--- config.mk ---
export PLATFORM = sky130hd
export DESIGN_NAME = led_spinner_game_ctrl_flat
export DESIGN_NICKNAME = d
export VERILOG_FILES = /design/src/rtl/led_spinner_game_ctrl_if.sv /design/src/rtl/led_spinner_game_ctrl.sv /design/src/flat_wrapper.sv
export SDC_FILE = /design/constraint.sdc
export NUM_CORES = 1
export LEC_CHECK = 0
export ABC_AREA = 0
export BUFFER_PORTS_ARGS = -buffer_cell sky130_fd_sc_hd__buf_2
export CORE_MARGIN = 2
export CORE_UTILIZATION = 25
export DETAILED_ROUTE_END_ITERATION = 8
export HOLD_SLACK_MARGIN = 0.12
export PLACE_DENSITY = 0.36
export SETUP_SLACK_MARGIN = 0.4
export SLEW_MARGIN = 10
export SYNTH_ARGS = -nofsm -noshare
export SYNTH_HDL_FRONTEND = slang
export SYNTH_SLANG_ARGS = --single-unit
--- constraint.sdc ---
create_clock -name clk -period 3.7 [get_ports clk]
set_input_delay 0.74 -clock clk [delete_from_list [all_inputs] [get_ports clk]]
set_output_delay 0.74 -clock clk [all_outputs]
set_load 0.02 [all_outputs]
--- src/rtl/led_spinner_game_ctrl_if.sv ---
// Link between the round sequencer and the led_spinner wheel, plus the player-facing result
// indicators.
//   seg_bits_in    : wheel segment readback (bits [5:0] = outer ring)
//   speed_bits_out : one-hot speed code to the wheel (4'b1000 fastest)
//   stop_wheel_out : 1 = wheel frozen
//   guess_bits_out : guess segments shown on the wheel
//   win_out/lose_out, score_out, state_out : result, saturating score, debug state
interface led_spinner_game_ctrl_if;
  logic [6:0] seg_bits_in;
  logic [3:0] speed_bits_out;
  logic       stop_wheel_out;
  logic [5:0] guess_bits_out;
  logic       win_out;
  logic       lose_out;
  logic [3:0] score_out;
  logic [2:0] state_out;

  // Controller side
  modport master (
    input  seg_bits_in,
    output speed_bits_out, stop_wheel_out, guess_bits_out,
    output win_out, lose_out, score_out, state_out
  );

  // Wheel / observer side
  modport slave (
    output seg_bits_in,
    input  speed_bits_out, stop_wheel_out, guess_bits_out,
    input  win_out, lose_out, score_out, state_out
  );
endinterface

--- src/rtl/led_spinner_game_ctrl.sv ---
// Round sequencer for the led_spinner wheel: conditions the start/stop buttons and guess
// switches, runs the spin -> brake ramp -> halt sequence, reads the stopped segment back and
// keeps a saturating win count.
//   clk, rst_n   : clock and asynchronous active-low reset
//   start_btn_in : raw start button (asynchronous, active-high)
//   stop_btn_in  : raw stop button (asynchronous, active-high)
//   guess_sw_in  : raw guess switches, bit i = outer segment i
//   spin_if      : wheel link and result outputs (master side)
module led_spinner_game_ctrl #(
  parameter int unsigned DEBOUNCE_CYCLES = 500_000,
  parameter int unsigned STEP_CYCLES     = 25_000_000,
  parameter int unsigned RESULT_CYCLES   = 100_000_000
) (
  input  logic                           clk,
  input  logic                           rst_n,
  input  logic                           start_btn_in,
  input  logic                           stop_btn_in,
  input  logic [5:0]                     guess_sw_in,
  led_spinner_game_ctrl_if.master        spin_if
);

  localparam int unsigned NumIn  = 8;
  localparam int unsigned DbW    = (DEBOUNCE_CYCLES > 1) ? $clog2(DEBOUNCE_CYCLES) : 1;
  localparam int unsigned MaxCyc = (RESULT_CYCLES > STEP_CYCLES) ? RESULT_CYCLES : STEP_CYCLES;
  // Must also hold the value 1 used by the two-cycle HALT wait.
  localparam int unsigned CntW   = (MaxCyc > 2) ? $clog2(MaxCyc) : 2;

  typedef enum logic [2:0] {
    StIdle   = 3'd0,
    StSpin   = 3'd1,
    StBrake  = 3'd2,
    StHalt   = 3'd3,
    StResult = 3'd4
  } state_e;

  // ---------------- Input conditioning ----------------
  // Bit 0 = start, bit 1 = stop, bits [7:2] = guess switches.
  logic [NumIn-1:0]           raw;
  logic [NumIn-1:0]           sync1_q, sync2_q;
  logic [NumIn-1:0]           db_q, db_d;
  logic [NumIn-1:0][DbW-1:0]  db_cnt_q, db_cnt_d;
  logic [1:0]                 btn_prev_q;
  logic                       start_pulse, stop_pulse;
  logic [5:0]                 sw_db;

  assign raw = {guess_sw_in, stop_btn_in, start_btn_in};

  // Counter tracks consecutive samples disagreeing with the accepted level; any agreeing
  // sample restarts it.
  always_comb begin
    db_d     = db_q;
    db_cnt_d = db_cnt_q;
    for (int i = 0; i < NumIn; i++) begin
      if (sync2_q[i] != db_q[i]) begin
        if (db_cnt_q[i] == DbW'(DEBOUNCE_CYCLES - 1)) begin
          db_d[i]     = sync2_q[i];
          db_cnt_d[i] = '0;
        end else begin
          db_cnt_d[i] = db_cnt_q[i] + DbW'(1);
        end
      end else begin
        db_cnt_d[i] = '0;
      end
    end
  end

  always_ff @(posedge clk or negedge rst_n) begin
    if (!rst_n) begin
      sync1_q    <= '0;
      sync2_q    <= '0;
      db_q       <= '0;
      db_cnt_q   <= '0;
      btn_prev_q <= '0;
    end else begin
      sync1_q    <= raw;
      sync2_q    <= sync1_q;
      db_q       <= db_d;
      db_cnt_q   <= db_cnt_d;
      btn_prev_q <= db_q[1:0];
    end
  end

  assign start_pulse = db_q[0] & ~btn_prev_q[0];
  assign stop_pulse  = db_q[1] & ~btn_prev_q[1];
  assign sw_db       = db_q[7:2];

  // ---------------- Round FSM ----------------
  state_e          state_q, state_d;
  logic [CntW-1:0] cnt_q, cnt_d;
  logic [1:0]      step_q, step_d;
  logic [5:0]      guess_q, guess_d;
  logic            hit_q, hit_d;
  logic [3:0]      score_q, score_d;
  logic [5:0]      seg;
  logic            seg_valid, seg_hit;
  logic            unused_seg_center;

  assign seg               = spin_if.seg_bits_in[5:0];
  assign unused_seg_center = spin_if.seg_bits_in[6];
  // Exactly one outer segment lit.
  assign seg_valid = (seg != 6'd0) && ((seg & (seg - 6'd1)) == 6'd0);
  assign seg_hit   = seg_valid && |(seg & guess_q);

  always_comb begin
    state_d = state_q;
    cnt_d   = cnt_q;
    step_d  = step_q;
    guess_d = guess_q;
    hit_d   = hit_q;
    score_d = score_q;
    unique case (state_q)
      StIdle: begin
        if (start_pulse && (sw_db != 6'd0)) begin
          guess_d = sw_db;
          state_d = StSpin;
        end
      end
      StSpin: begin
        if (stop_pulse) begin
          state_d = StBrake;
          step_d  = 2'd0;
          cnt_d   = '0;
        end
      end
      StBrake: begin
        if (cnt_q == CntW'(STEP_CYCLES - 1)) begin
          cnt_d = '0;
          if (step_q == 2'd3) begin
            state_d = StHalt;
          end else begin
            step_d = step_q + 2'd1;
          end
        end else begin
          cnt_d = cnt_q + CntW'(1);
        end
      end
      StHalt: begin
        // Second HALT cycle: wheel has settled, take the reading.
        if (cnt_q == CntW'(1)) begin
          cnt_d   = '0;
          hit_d   = seg_hit;
          state_d = StResult;
          if (seg_hit && (score_q != 4'hF)) begin
            score_d = score_q + 4'd1;
          end
        end else begin
          cnt_d = cnt_q + CntW'(1);
        end
      end
      StResult: begin
        if (cnt_q == CntW'(RESULT_CYCLES - 1)) begin
          cnt_d   = '0;
          state_d = StIdle;
        end else begin
          cnt_d = cnt_q + CntW'(1);
        end
      end
      default: state_d = StIdle;
    endcase
  end

  always_ff @(posedge clk or negedge rst_n) begin
    if (!rst_n) begin
      state_q <= StIdle;
      cnt_q   <= '0;
      step_q  <= 2'd0;
      guess_q <= 6'd0;
      hit_q   <= 1'b0;
      score_q <= 4'd0;
    end else begin
      state_q <= state_d;
      cnt_q   <= cnt_d;
      step_q  <= step_d;
      guess_q <= guess_d;
      hit_q   <= hit_d;
      score_q <= score_d;
    end
  end

  // ---------------- Outputs ----------------
  assign spin_if.speed_bits_out = (state_q == StBrake) ? (4'b1000 >> step_q) : 4'b1000;
  assign spin_if.stop_wheel_out = !((state_q == StSpin) || (state_q == StBrake));
  assign spin_if.guess_bits_out = (state_q == StIdle) ? sw_db : guess_q;
  assign spin_if.win_out        = (state_q == StResult) && hit_q;
  assign spin_if.lose_out       = (state_q == StResult) && !hit_q;
  assign spin_if.score_out      = score_q;
  assign spin_if.state_out      = state_q;

endmodule
--- src/flat_wrapper.sv ---
// flat-port wrapper written by rule: the top's interface ports become plain ports
module led_spinner_game_ctrl_flat 
#(
  parameter int unsigned DEBOUNCE_CYCLES = 500_000,
  parameter int unsigned STEP_CYCLES     = 25_000_000,
  parameter int unsigned RESULT_CYCLES   = 100_000_000
)
  (clk, rst_n, start_btn_in, stop_btn_in, guess_sw_in, spin_if_seg_bits_in, spin_if_speed_bits_out, spin_if_stop_wheel_out, spin_if_guess_bits_out, spin_if_win_out, spin_if_lose_out, spin_if_score_out, spin_if_state_out);
  led_spinner_game_ctrl_if spin_if_i ();
  input  logic clk;
  input  logic rst_n;
  input  logic start_btn_in;
  input  logic stop_btn_in;
  input  logic [5:0] guess_sw_in;
  input wire logic [$bits(spin_if_i.seg_bits_in)-1:0] spin_if_seg_bits_in;
  output wire logic [$bits(spin_if_i.speed_bits_out)-1:0] spin_if_speed_bits_out;
  output wire logic [$bits(spin_if_i.stop_wheel_out)-1:0] spin_if_stop_wheel_out;
  output wire logic [$bits(spin_if_i.guess_bits_out)-1:0] spin_if_guess_bits_out;
  output wire logic [$bits(spin_if_i.win_out)-1:0] spin_if_win_out;
  output wire logic [$bits(spin_if_i.lose_out)-1:0] spin_if_lose_out;
  output wire logic [$bits(spin_if_i.score_out)-1:0] spin_if_score_out;
  output wire logic [$bits(spin_if_i.state_out)-1:0] spin_if_state_out;
  assign spin_if_i.seg_bits_in = spin_if_seg_bits_in;
  assign spin_if_speed_bits_out = spin_if_i.speed_bits_out;
  assign spin_if_stop_wheel_out = spin_if_i.stop_wheel_out;
  assign spin_if_guess_bits_out = spin_if_i.guess_bits_out;
  assign spin_if_win_out = spin_if_i.win_out;
  assign spin_if_lose_out = spin_if_i.lose_out;
  assign spin_if_score_out = spin_if_i.score_out;
  assign spin_if_state_out = spin_if_i.state_out;
  led_spinner_game_ctrl #(.DEBOUNCE_CYCLES(DEBOUNCE_CYCLES), .STEP_CYCLES(STEP_CYCLES), .RESULT_CYCLES(RESULT_CYCLES)) u_core (.clk(clk), .rst_n(rst_n), .start_btn_in(start_btn_in), .stop_btn_in(stop_btn_in), .guess_sw_in(guess_sw_in), .spin_if(spin_if_i));
endmodule
# Word level (Yosys, flattened, before mapping)
# Cells that the tools add are included.
# W data, S select, Z words.
[classes]
n_addsub = 12
n_mul = 0
div_mod_pow = 0
order_cmp = 0
eq_ne = 32
shifts = 1
n_mux = 34
bitwise = 6
n_reduce_logical = 30
[ops]
columns = ["operator", "n"]
rows = [
  ["$mux W19", 16],
  ["$add A19 B1 Y19 const B", 8],
  ["$eq A19 B19 Y1 const B", 8],
  ["$mux W27", 4],
  ["$pmux W27 S4", 1],
  ["$add A27 B1 Y27 const B", 1],
  ["$eq A27 B1 Y1 const B", 1],
  ["$eq A27 B25 Y1 const B", 1],
  ["$eq A27 B27 Y1 const B", 1],
  ["$reduce_and A2 Y1", 11],
  ["$mux W3", 6],
  ["$pmux W3 S5", 1],
  ["$and A6 B6 Y6", 2],
  ["$ne A2 B1 Y1 const B", 6],
  ["$reduce_bool A6 Y1", 2],
  ["$ne A1 B1 Y1", 8],
  ["$eq A3 B2 Y1 const B", 2],
  ["$logic_and A1 B1 Y1", 6],
  ["$logic_not A6 Y1", 1],
  ["$mux W2", 3],
  ["$mux W6", 1],
  ["$reduce_and A6 Y1", 1],
  ["$reduce_or A6 Y1", 1],
  ["$sub A6 B1 Y6 const B", 1],
  ["19 further kinds", 22],
]
[totals]
reg_bits = 221
latch_bits = 0
mem_bits_rw = 0
romBits = 0
inputBits = 17
out_inout_bits = 20
elab_cells = 140
mem_count = 0

# Logic depth before layout (Yosys ltp)
# Gate-level depths: netlist (run 1).
[depth]
word_depth = 7
mapped_depth = 10
depth_no_buf = 8

# Worst setup path after synthesis (run 1)
# OpenSTA, ideal clock, no wires.
[synth_path]
path_type = "register to register"
startpoint = "reg u_core.cnt_q[7]"
endpoint = "reg u_core.score_q[1], in the netlist u_core.spin_if.score_out[1]"
arrival_time_ns = 2.442
required_ns = 3.575
path_slack_ns = 1.133
stages_incl_launch_ff = 7
path_buffers = 0
path_cell_list = "dfrtp_1 -> or4_4 -> nor4_4 -> nand3_2 -> or4_4 -> a31oi_4 -> mux2_4"
[synth_between]
elab_chain_cells = 2
[synth_lines]
columns = ["element", "line_no", "rtl"]
rows = [
  ["start, declared", "led_spinner_game_ctrl.sv:89", "logic [CntW-1:0] cnt_q, cnt_d;"],
  ["start signal, assigned", "led_spinner_game_ctrl.sv:172", "cnt_q <= cnt_d;"],
  ["$eq A27 B1 Y1", "led_spinner_game_ctrl.sv:139", "if (cnt_q == CntW'(1)) begin"],
  ["$reduce_and A3 Y1 (no line)", "-", ""],
  ["end signal, assigned", "led_spinner_game_ctrl.sv:176", "score_q <= score_d;"],
  ["end, declared", "led_spinner_game_ctrl.sv:93", "logic [3:0] score_q, score_d;"],
]
# Every way passes these cells.
# A chain may end at the register's enable or synchronous reset.

# Worst setup path after layout (run 1)
[layout_path]
startpoint = "reg u_core.state_q[0], in the netlist u_core.spin_if.state_out[0]"
endpoint = "out spin_if_guess_bits_out[5]"
[layout_between]
elab_chain_cells = 2
[layout_lines]
columns = ["element", "line_no", "rtl"]
rows = [
  ["start, declared", "led_spinner_game_ctrl.sv:88", "state_e state_q, state_d;"],
  ["start signal, assigned", "led_spinner_game_ctrl.sv:164", "state_q <= StIdle;"],
  ["start signal, assigned", "led_spinner_game_ctrl.sv:171", "state_q <= state_d;"],
  ["$logic_not A3 Y1", "led_spinner_game_ctrl.sv:183", "assign spin_if.guess_bits_out = (state_q == StIdle) ? sw_db : guess_q;"],
  ["$mux W6", "led_spinner_game_ctrl.sv:183", ""],
  ["end, declared", "flat_wrapper.sv:18", "output wire logic [$bits(spin_if_i.guess_bits_out)-1:0] spin_if_guess_bits_out;"],
]
# Every way passes these cells.

==> results.md, run 1 <==
Floorplan:
- The die covers 44690 µm².
- For this configuration, the core starts out at a cell density of between 20 and 30%.
- The floorplan has between 70 and 80 rows.
- The placeable core area is approximately 42000 µm².
- From left edge to right edge, the die measures approximately 210 µm.
- 37 I/O pins were placed.
- The die height is between 200 and 250 µm.

Setup path:
- The delay contributed by the slowest stage of the critical path is 0.38 ns.
- The start point of the critical path is u_core.spin_if.state_out[0].
- The worst setup path is captured at a primary output.
- Of all nets on the critical path, the largest fanout is 13.
- Traced cell by cell, the critical path runs through buf_4 > or2_2 > nor2_2 > mux2_2 > buf_2.
- The critical path data arrival time is between 2 and 2.5 ns.
- The required arrival time at the worst endpoint is 2.96 ns.
- The worst register-to-register path ends at u_core.spin_if.score_out[1].
- STA classifies the critical path startpoint as a flip-flop.
- The cell depth of the worst flop-to-flop path is 6.
- In this design, the largest share of critical-path delay is due to simple AND/OR/NAND/NOR gates.
- The startpoint identified for the worst register-to-register timing path is u_core.cnt_q[7].
- The slack of the worst reg-to-reg path is 0.82 ns.
- The highest-delay cell along the critical path is sky130_fd_sc_hd__mux2_2.
- The worst setup path endpoint is spin_if_guess_bits_out[5].
- The cell depth of the worst setup path is 5.
- The critical path in this run is classified as reg2out.
- The count of buffer and inverter cells on the critical path is 2.

Timing:
- At the pin with the least slew margin, the transition time is about 0.73 ns.
- Timing would allow up to 327.5 MHz.
- The total count of max-transition violations in the final report is 0.
- The shortest period the worst path allows is approximately 3.1 ns.
- The final-report hold violation count is 0.
- Setup repair after global routing left no endpoint under its margin.
- The worst relative slew slack is between 50% and 60%.
- Setup total negative slack on the finished layout was measured at 0 ns.
- The final count of negative-setup-slack endpoints is 0.
- The final worst-path cycle share is 82.53%.
- The clock tree skew after final layout is 0.02249 ns.

Detailed routing:
- The wire length reported by the detailed router is about 24 mm.
- The average vias per placed instance is between 4 and 5.
- After the first detailed-routing iteration, the DRC count stood at 262.
- For this run, design rule violations remaining after detail routing come to 0.
- The detail-routed net length per standard cell is around 14 µm.
- Once detail routing completed, the nets flagged for antenna violations numbered 0.
- The first detailed-routing pass ran for 4 iterations.
- The detailed router placed a little under 8000 vias in this run.

CTS:
- After clock tree synthesis, the setup repair step added 0 buffers.
- TritonCTS built the clock tree.
- For this design, the sink count on the clock tree is between 200 and 250.
- For the worst-skew pair, the clock arrives at the later sink with an insertion delay of 0.58 ns.
- Counting the buffers created by CTS gives 29.
- CTS built an H-tree with a depth of 1.
- The root buffer cell chosen for the clock tree is sky130_fd_sc_hd__clkbuf_16.
- No sink is reached through more buffers than the 3 on the longest clock path.
- After clock tree synthesis, the clock-pin slew on the worst setup and hold paths is 0.06 ns.

Global route:
- The aggregate global-route resource usage is between 10% and 20%.
- The maximum number of pins on one net before global-route repair is just under 80.
- The first global-routing pass estimated 41.92 mm of wire.
- The total overflow left after global routing is 0.
- The initial antenna violation count is 0.
- The number of global-route vias before repair is about 8000.

Finish:
- The area growth from synthesis to layout is 17.04%.
- The share of cells above drive strength 1 is a little under an eighth.
- The number of fill cells in the layout is 4438.
- Leaving out filler cells and counting taps, the final layout contains approximately 1700.
- The top cell types in the final layout, fill and taps aside, are sky130_fd_sc_hd__dfrtp_1 (221), sky130_fd_sc_hd__nor2_1 (211), sky130_fd_sc_hd__nand2_1 (92).
- The most common cell after layout, fill and taps aside is sky130_fd_sc_hd__dfrtp_1.
- At the end of the flow, the number of nets in the layout was 1183.
- The antenna diode instance count is 0.

Pwr:
- The net switching fraction of the power is between 20% and 30%.
- Internal power comes to 4.206 mW.
- For this design the static power due to leakage is between 5 and 6 nW.
- The sum of internal, switching and leakage power is 5.449 mW.
- The sequential power share is a little under half.
- In this run the power spent charging and discharging nets is between 1 and 1.5 mW.
- The maximum ir drop on the vdd rail is roughly 0.26 mV.
- In this run the power density over the cells is around 430 nW/µm².
- The logic gate share of total power is approximately 2.6%.
- The clock network fraction of design power is between 50% and 60%.

Synthesis:
- After synthesis, the cell types taking the most area are sky130_fd_sc_hd__dfrtp_1 (51%), sky130_fd_sc_hd__nor2_1 (7.4%), sky130_fd_sc_hd__xnor2_1 (6.3%), sky130_fd_sc_hd__xor2_1 (6.0%), sky130_fd_sc_hd__nand3_1 (3.7%).
- The netlist uses 58 different library cells.
- Summing the areas of all and, or, nand and nor instances in the mapped netlist gives roughly a quarter of the synthesized area.
- The fraction of post-synthesis cell area in the top cell type by area is approximately half.
- The area of the mapped netlist is between 10000 and 15000 µm².
- The average cell area after synthesis is just under 10 µm².
- For this run, the number of Yosys warnings is 0.
- The synthesized netlist devotes between 10 and 15% of its cell area to XOR and XNOR gates.
- The adder-cell share of the synthesized area is approximately 1.8%.
- After synthesis the netlist holds a flip-flop and latch count of ~220.
- The number of enable flip-flop cells after synthesis is 0.
- The number of nets in the synthesized netlist is ~1100.
- Of the synthesized area, sequential elements account for between 50 and 60%.
- The synthesized-area fraction occupied by ao, oa, aoi and oai cells is approximately 3.7%.
- The number of instances in the synthesized netlist is 1100.
- The main combinational cell family by area after synthesis is simple AND/OR/NAND/NOR gates.
- The dominant register cell in the synthesized netlist is sky130_fd_sc_hd__dfrtp_1.
- The multiplexer share of the synthesized area is 2.432%.
- Counting flops with an async set or reset pin after synthesis yields a share of 100.0%.
- Summed over all instances, the cell type with the most area after synthesis is sky130_fd_sc_hd__dfrtp_1.

Place:
- The total of buffers placed on input and output ports is 35.
- The HPWL after detailed placement is about 16 mm.
- The weighted congestion at the end of routability-driven global placement is 0.7621.
- The total instance count after detailed placement is about 1700.

Flow run:
- The max-cap check violation count is 0.

Status:
- The run finished with clean final reports.

Min path:
- The path class of the tightest hold or removal check is in2async.
==> cells in the mapped netlist (5+ instances only) <==
cell	instances
sky130_fd_sc_hd__dfrtp_1	221
sky130_fd_sc_hd__nor2_1	212
sky130_fd_sc_hd__nand2_1	92
sky130_fd_sc_hd__nand3_1	79
sky130_fd_sc_hd__xnor2_1	77
sky130_fd_sc_hd__xor2_1	74
sky130_fd_sc_hd__nor3_1	35
sky130_fd_sc_hd__nand4_1	32
sky130_fd_sc_hd__inv_1	28
sky130_fd_sc_hd__clkbuf_1	26
sky130_fd_sc_hd__nor4_1	21
sky130_fd_sc_hd__mux2_2	20
sky130_fd_sc_hd__and3_1	19
sky130_fd_sc_hd__o21ai_0	18
sky130_fd_sc_hd__and4_1	16
sky130_fd_sc_hd__ha_1	15
sky130_fd_sc_hd__a21oi_1	12
sky130_fd_sc_hd__or2_2	11
sky130_fd_sc_hd__and2_1	10
sky130_fd_sc_hd__nor4b_1	8
sky130_fd_sc_hd__or3_1	8
sky130_fd_sc_hd__a31oi_1	6
sky130_fd_sc_hd__nand3b_1	5
==> power by group through the flow <==
stage               clock network, mW  registers (mW)  logic [mW]
floorplan                           0            2.51      0.0661
global placement                    0            2.52       0.151
detailed placement                  0            2.52       0.150
CTS                              2.96            2.48       0.150
global route                     3.06            2.48       0.169
finish                           2.83            2.48       0.140
==> sequential cells by signal, indices dropped and copies added, names as in the netlist <==
signal,flops
u_core.db_cnt_q,152
u_core.cnt_q,27
u_core.db_q,8
u_core.sync1_q,8
u_core.sync2_q,8
u_core.guess_q,6
u_core.spin_if.score_out,4
u_core.spin_if.state_out,3
u_core.btn_prev_q,2
u_core.step_q,2
u_core.hit_q,1
==> through the flow <==
stage	worst slack [ns]	hold slack [ns]	util (%)	instance area [µm²]
floorplan	1.133	0.3312	-	10750
global placement	0.8684	0.3323	27.51	11610
detailed placement	0.8491	0.3347	27.51	11610
CTS	0.5594	0.1425	29.80	12580
global route	0.5072	0.1678	29.80	12580
finish	0.6464	0.1183	29.80	12580
==> area by class of cell <==
class / instances / area [µm²] / share of cell area (%)
Timing Repair Buffer: 47 / 287.8 / 2.287
Clock buffer: 42 / 844.6 / 6.711
Tap cell: 539 / 674.4 / 5.359
Inverter: 28 / 105.1 / 0.8352
Multi-Input combinational cell: 824 / 5020 / 39.89
Sequential cell: 221 / 5530 / 43.94
Clock inverter: 11 / 122.6 / 0.9743
==> kinds of logic after synthesis <==
group / count (synthesis)
AO/OA/AOI/OAI: 59
multiplexers: 23
flip-flops: 221
AND/OR/NAND/NOR: 575
buffers and inverters: 55
adder cells (fa/ha/maj): 16
XOR/XNOR: 151
==> layer usage <==
layer / share of wire, % / vias to the layer above / global-route usage [%]
met2: 43 / 85 / 17.79
met1: 51 / 3729 / 16.21
li1: - / 3871 / -
met3: 3.1 / 36 / 2.121
met5: 0 / - / 0
met4: 2.6 / 0 / 3.133
==> what timing repair did <==
action                                  in CTS  in global routing
endpoints found under the setup margin       6                  0
hold buffers                                 0                  0
resized for setup                            1                  0
==> how the worst min path moves through the flow <==
stage / startpoint / endpoint / slack, ns / cells after the start
finish: rst_n / u_core.db_cnt_q[72] / 0.12 / 1
global route: rst_n / u_core.db_cnt_q[72] / 0.17 / 1
CTS: rst_n / u_core.db_cnt_q[72] / 0.14 / 1
detailed placement: u_core.sync1_q[3] / u_core.sync2_q[3] / 0.33 / 0
global placement: u_core.sync1_q[1] / u_core.sync2_q[1] / 0.33 / 0
floorplan: u_core.sync1_q[0] / u_core.sync2_q[0] / 0.33 / 0
Power figures use the tool's default switching activity.
==> run 2: changes to the inputs <==
clock period = 3.1 ns   (was 3.7 ns; I/O delays follow)
==> run 2 against run 1 <==
Net effect:
- clock skew is 0.014 ns lower
- routed wire length rose by 2.6%
- combinational power is 24% higher
- design area grew 1.7%
- final cell count rose by 0.88%
- setup slack worse by 0.19 ns
- critical path depth up 1
- die area did not move
- sequential share of layout area decreased by 0.70 points
- register-to-register slack got worse by 0.36 ns
- count of clock-buffer cells in the layout down 1
- global-route usage rose by 0.29 points
- critical path type is now reg2reg
- largest cell class unchanged
==> results.md, run 2 (synthesis results as in run 1) <==
Status:
- The run finished with clean final reports.

Setup path:
- In this run the worst setup path begins at u_core.cnt_q[6].
- The worst setup path is of the reg2reg kind.
- The count of buffer and inverter cells on the critical path is 0.
- In this run the worst setup path terminates at u_core.spin_if.score_out[3].
- The reg-to-reg startpoint is u_core.cnt_q[6].
- The critical path runs through a total of 6 cells.
- The endpoint identified for the worst register-to-register timing path is u_core.spin_if.score_out[3].
- Data on the critical path arrives at its endpoint at 3.07 ns.
- The slack of the worst reg-to-reg path is between 0.4 and 0.5 ns.
- STA classifies the critical path endpoint as a flip-flop.
- Grouping stages by cell kind, the critical path spends the most delay in simple AND/OR/NAND/NOR gates.
- The highest-delay cell along the critical path is sky130_fd_sc_hd__or4_4.
- The delay contributed by the slowest stage of the critical path is approximately 0.55 ns.
- The number of cells on the worst reg-to-reg path is 6.
- Of all nets on the critical path, the largest fanout is 4.
- Data on the critical path is required at its endpoint by roughly 3.5 ns.
- Walking the worst path, the cells encountered are or4_4 > nor4_4 > nand3_4 > nor4_1 > nand4_1 > mux2_1.
- The startpoint kind of the worst setup timing path is a flip-flop.

Finish:
- The number of nets in the finished design is 1201.
- In the layout the commonest cells are sky130_fd_sc_hd__dfrtp_1 (217), sky130_fd_sc_hd__nor2_1 (210), sky130_fd_sc_hd__nand2_1 (92).
- The share of cells above drive strength 1 is around 13%.
- The register with the most flip-flops in the layout has ~150 of them.
- Leaving out fill and tap cells, the most frequent cell in the layout is sky130_fd_sc_hd__dfrtp_1.
- The register ranked first by flip-flop count is u_core.db_cnt_q.
- The number of fill cells in the layout is about 4500.
- The largest registers in the layout are u_core.db_cnt_q x152, u_core.cnt_q x27.
- The antenna diode instance count is 0.
- The area growth from synthesis to layout is 19.04%.

Detailed routing:
- Summed over all layers, the routed wires come to 25.01 mm.
- The count of TritonRoute iterations in the first routing pass is 5.
- Using the TritonRoute via totals, the vias-per-cell ratio works out to approximately 4.5.
- For this block, the via count after detailed routing is 7781.
- The detail-routed net length per standard cell is 14.48 µm.
- The remaining antenna violation count is 0.
- The number of DRC violations after detailed-routing iteration 0 is approximately 370.
- The DRC violation count after routing is 0.

Pwr:
- The completed layout was analyzed and its total power is about 6.5 mW.
- The power density relative to cell area is 511.2 nW/µm².
- IR analysis of the VDD net gives a maximum drop of around 0.38 mV.
- In this run the static leakage power is between 5 and 6 nW.

Floorplan:
- The die covers between 40000 and 50000 µm².
- The floorplan step defined a core boundary enclosing roughly 42000 µm².
- For this design the top-level I/O count stands at 37.
- Measured along the x axis, the die boundary spans roughly 210 µm.
- The number of placement rows is 75.
- The floorplan step set the die height to 211.4 µm.
- Once the floorplan was initialized, standard cells occupied about a quarter of the core.

Place:
- At the end of routability-driven placement, the weighted congestion stood at 0.7445.
- The HPWL after detailed placement is about 16 mm.
- In this run the tool buffered the top-level ports with 35 buffer cells.

Timing:
- The worst path uses between 80% and 90% of the clock period.
- The final count of negative-setup-slack endpoints is 0.
- Across all hold checks on the routed design, the worst slack comes to roughly 0.17 ns.
- The final-report hold violation count was 0.
- The total count of max-transition violations in the final report is 0.
- The shortest period the worst path allows is between 2 and 3 ns.
- Derived from the worst setup path, the maximum achievable clock frequency is approximately 380 MHz.
- Setup repair after global routing could not meet its margin everywhere.
- After routing, the total negative slack on setup checks comes to 0 ns.
- For the pin with the worst max-slew slack, the measured transition is slightly below 0.7 ns.
- The worst relative slew slack is a little over half.
- For the final database, setup skew stands at 0.008783 ns.

CTS:
- The clock-pin slew on the worst setup and hold paths is approximately 0.060 ns.
- The root buffer cell chosen for the clock tree is sky130_fd_sc_hd__clkbuf_16.
- The sink count of the clock tree is between 200 and 250.
- The clock tree from TritonCTS is built.
- The deepest clock path buffer count is 3.
- The number of CTS-inserted buffers is 29.
- The CTS H-tree depth is 1.
- The source-to-sink clock delay at the later pin of the worst-skew pair is 0.55 ns.

Global route:
- The number of global-route vias before repair is approximately 8000.
- The residual overflow from global routing is 0.
- Entering global routing, the biggest net connects 75 pins.
- The first global-routing pass estimated roughly 43 mm of wire.
- Global routing consumed, over all layers together, approximately an eighth of the routing resources.
- The initial antenna violation count is 0.

Min path:
- The path class of the tightest hold or removal check is in2reg.

Flow run:
- The max-cap check violation count is 0.
-- run 2: worst min path at each step --
stage / from / endpoint / slack, ns / cells after the start
after CTS: guess_sw_in[1] / u_core.sync1_q[3] / 0.13 / 1
after global placement: u_core.sync1_q[3] / u_core.sync2_q[3] / 0.33 / 0
after detailed placement: u_core.sync1_q[5] / u_core.sync2_q[5] / 0.33 / 0
after global routing: start_btn_in / u_core.sync1_q[0] / 0.14 / 1
final: stop_btn_in / u_core.sync1_q[1] / 0.17 / 1
after floorplan: rst_n / u_core.btn_prev_q[0] / 0.32 / 0
-- run 2: cell type report --
cell class / instances / area, µm² / share of cell area [%]
clock inverter: 9 / 130.1 / 1.017
timing repair buffer: 65 / 456.7 / 3.568
inverter: 28 / 105.1 / 0.8211
clock buffer: 41 / 840.8 / 6.569
multi-input combinational: 824 / 5057 / 39.51
tap: 539 / 674.4 / 5.269
sequential: 221 / 5535 / 43.25
-- run 2: worst reg2reg max path, cell delays in order (launching register included) --
cell	delay (ns)
sky130_fd_sc_hd__dfrtp_2	0.43
sky130_fd_sc_hd__or4_4	0.55
sky130_fd_sc_hd__nor4_4	0.39
sky130_fd_sc_hd__nand3_4	0.17
sky130_fd_sc_hd__nor4_1	0.50
sky130_fd_sc_hd__nand4_1	0.16
sky130_fd_sc_hd__mux2_1	0.32
-- run 2: metal layers --
metal,routed length (µm),global-route usage [%],up-vias
met5,0,0,-
met3,929,1.899,33
li1,-,-,3914
met4,490,3.278,0
met1,13000,17.34,3737
met2,10590,17.56,97
-- run 2: timing repair --
action,4_1_cts,5_1_grt
gates resized for setup,11,4
endpoints found under the hold margin,70,0
hold buffers,1,0
buffers inserted,5,2
cloned,0,0
pin swaps,3,3
setup endpoints to repair,11,16
-- run 2: through the flow --
stage | instance area, µm² | cells | worst slack, ns | utilization [%]
5_1_grt | 12800 | 1727 | 0.3474 | 30.31
4_1_cts | 12760 | 1725 | 0.4023 | 30.23
3_3_place_gp | 11720 | 1669 | 0.3041 | 27.74
2_1_floorplan | 10750 | 1100 | 0.5332 | -
3_5_place_dp | 11720 | 1669 | 0.2818 | 27.74
6_report | 12800 | 1727 | 0.4605 | 30.31
-- run 2: where the power goes --
part	internal, mW	switching [mW]	leakage (nW)
combinational	0.0508	0.123	1.97
sequential	2.92	0.0316	3.02
clock	2.12	1.30	0.477
==> run 3: changes to the inputs <==
CORE_ASPECT_RATIO = 0.75   (was unset)
CORE_UTILIZATION = 35   (was 25)
GPL_TIMING_DRIVEN = 0   (was unset)
PLACE_DENSITY = 0.47   (was 0.36)
==> run 3 against run 2 <==
Net effect:
- power shrank 8.0%
- design area shrank 1.9%
- first-iteration DRC count shrank 4.1%
- non-clock buffer count grew 14
- maximum frequency shrank 1.5%
- highest routed layer unchanged
==> results.md, run 3 (synthesis results as in run 1) <==
Status:
- The run finished with clean final reports.

Finish:
- The antenna diode instance count is 0.
- The largest registers in the layout are u_core.db_cnt_q x152, u_core.cnt_q x27.
- The area growth from synthesis to layout is 16.74%.
- The library cells used most frequently in the layout, excluding fill and tap cells, are sky130_fd_sc_hd__dfrtp_1 (218), sky130_fd_sc_hd__nor2_1 (209), sky130_fd_sc_hd__nand2_1 (92).
- The register with the most flip-flops in the layout has approximately 150 of them.
- The number of standard cells in the final layout excluding fillers is between 1500 and 2000.
- The library cell used most frequently in the layout, excluding fill and tap cells, is sky130_fd_sc_hd__dfrtp_1.
- In the final layout, the share of cells above drive strength 1 is between 10% and 20%.
- Ranked by flip-flop count, first place goes to u_core.db_cnt_q.
- After the last flow step, the layout net total stands at 1211.
- Once layout is complete, the utilization of the core stands at about two fifths.
- The cell area after layout is ~13000 µm².

Timing:
- The final count of negative-setup-slack endpoints is 0.
- The total count of max-transition violations in the final report is 0.
- Setup repair after global routing could not meet its margin everywhere.
- The clock tree skew after final layout is between 0.015 and 0.02 ns.
- Counting I/O delays and the setup requirement, the final critical path takes ~2.7 ns.
- In this run the tightest slew margin relative to its limit is approximately a quarter.
- After layout, the worst path uses 86.41% of the clock period.
- The maximum achievable frequency is ~370 MHz.
- The final setup slack of the worst path is between 0.4 and 0.5 ns.
- The worst-margin pin slew is around 1.1 ns.
- The final-report hold violation count is 0.

Global route:
- The number of global-route vias before repair was about 7500.
- Global routing consumed, on the met2 layer, between 20% and 30% of the routing resources.
- The first global-routing pass estimated roughly 39 mm of wire.
- The residual overflow from global routing is 0.
- The aggregate global-route resource usage is about 15%.
- The initial antenna violation count is 0.
- The maximum number of pins on one net before global-route repair is ~100.
- For met1 alone, demand over resource in global routing was between 20% and 30%.
- The routing usage on met3 is 2.611%.
- In this run the most used layer during global routing was met1.

Detailed routing:
- The count of nets left with antenna violations once routing finished came out at 0.
- The detail-routed net length per standard cell is roughly 14 µm.
- The first routing iteration left 350 violations.
- The count of TritonRoute iterations in the first routing pass is 4.
- For this block, the routed nets add up to 23.11 mm of wire.
- In the routed design, unresolved DRC markers number 0.
- The average vias per placed instance is 4.856.
- The total number of vias is between 7000 and 8000.

Floorplan:
- The floorplan has between 50 and 60 rows.
- The floorplan step defined a core boundary enclosing between 30000 and 40000 µm².
- The full die area is 32160 µm².
- The initial standard-cell utilization of the core is 35.59%.
- The die is 155.8 µm tall.
- The die extent in x is ~210 µm.
- The number of ports placed on the die boundary is 37.

Setup path:
- The cell that appears most often on the critical path is sky130_fd_sc_hd__buf_6.
- The critical path goes through buf_8 > or2_4 > nor2_4 > buf_6 > mux2_4 > buf_6.
- The endpoint type of the worst setup path is a primary output.
- STA puts the critical path data arrival time at 2.06 ns.
- The delay contributed by the slowest stage of the critical path is around 0.41 ns.
- Counting both buffers and inverters, the worst setup path holds a total of 3.
- The category of cells accounting for the largest share of critical-path delay is flip-flops.
- The startpoint kind of the worst setup timing path is a flip-flop.
- Data on the critical path is required at its endpoint by between 2 and 2.5 ns.
- The top fanout value on the critical path is 3.
- The critical path in this run is classified as reg2out.
- The highest-delay cell along the critical path is sky130_fd_sc_hd__dfrtp_2.

CTS:
- The CTS H-tree depth is 1.
- Counting along the longest clock path gives a buffer depth of 3.
- For this design, the sink count on the clock tree is 221.
- TritonCTS built the clock tree.
- Clock-pin slew was measured on the worst setup and hold paths at roughly 0.060 ns.
- The tree is rooted in a sky130_fd_sc_hd__clkbuf_16.
- For the worst-skew pair, the clock arrives at the later sink with an insertion delay of 0.54 ns.
- The number of CTS-inserted buffers is 25.

Place:
- The weighted congestion at the end of routability-driven global placement is 0.7893.
- The count of buffers added on input and output ports is 35.
- In this run the cell area measured after placement is 11500 µm².
- The minimum setup slack after placement is approximately 0.25 ns.
- The total instance count after detailed placement is around 1500.
- The wire-length estimate of the detail-placed layout is 15.78 mm.

Pwr:
- The leakage power of the design is approximately 5.4 nW.
- The maximum ir drop on the vdd rail is about 0.41 mV.
- The sum of internal, switching and leakage power is 6.022 mW.
- The power density relative to cell area is approximately 480 nW/µm².

Min path:
- The worst hold path belongs to the class in2reg.

Flow run:
- Across the run, the number of max-cap violations was 0.
-- run 3: cell types whose count changed in the layout (fill, tap and decap cells not counted), sizes merged --
cell      before  now
buf           64   54
bufinv         3    1
clkbuf        41   62
clkinv         4    3
clkinvlp       1    0
-- run 3: final cells by class --
class,instances,area (µm²)
plain buffers,27,136.4
clock buffers,38,744.5
clock inverters,5,53.80
fillers,2928,17660
inverters,28,105.1
multi-input cells,824,5077
flip-flops and latches,221,5534
well taps,399,499.2
repair buffers,52,402.9
-- run 3: metrics by stage --
stage | setup TNS, ns | hold WS, ns
global route | 0 | 0.1599
detailed placement | 0 | 0.3347
floorplan | 0 | 0.3244
finish | 0 | 0.1905
global placement | -619.78 | 0.3326
CTS | 0 | 0.1564
-- run 3: worst paths after layout --
kind / slack [ns] / from / cells after the start / endpoint
max reg2reg: 0.51 / u_core.cnt_q[6] / 6 / u_core.spin_if.score_out[1]
min reg2reg: 0.35 / u_core.sync1_q[2] / 0 / u_core.sync2_q[2]
min in group asynchronous: 0.61 / rst_n / 2 / u_core.db_cnt_q[47]
max: 0.42 / u_core.spin_if.state_out[2] / 6 / spin_if_guess_bits_out[3]
min: 0.19 / guess_sw_in[3] / 1 / u_core.sync1_q[5]
max in group asynchronous: 1.27 / rst_n / 4 / u_core.db_cnt_q[83]
-- run 3: routing by layer --
metal / wire length (µm) / vias up
met1: 12680 / 3688
met3: 732 / 34
met5: 0 / -
li1: - / 3939
met2: 9284 / 80
met4: 411 / 0
-- run 3: repair_timing --
item / CTS / global route
resized for setup: 30 / 24
endpoints found under the hold margin: 56 / 0
pin swaps: 4 / 4
setup endpoints to repair: 31 / 75
hold buffers: 1 / 0
setup buffers: 10 / 3
-- run 3: power breakdown --
| part | internal [mW] | leakage (nW) | total, mW | switching [mW] |
|---|---|---|---|---|
| clock network | 1.73 | 0.396 | 2.89 | 1.16 |
| registers | 2.92 | 3.02 | 2.95 | 0.0323 |
| logic | 0.0543 | 2.00 | 0.179 | 0.124 |
| total | 4.70 | 5.41 | 6.02 | 1.32 |
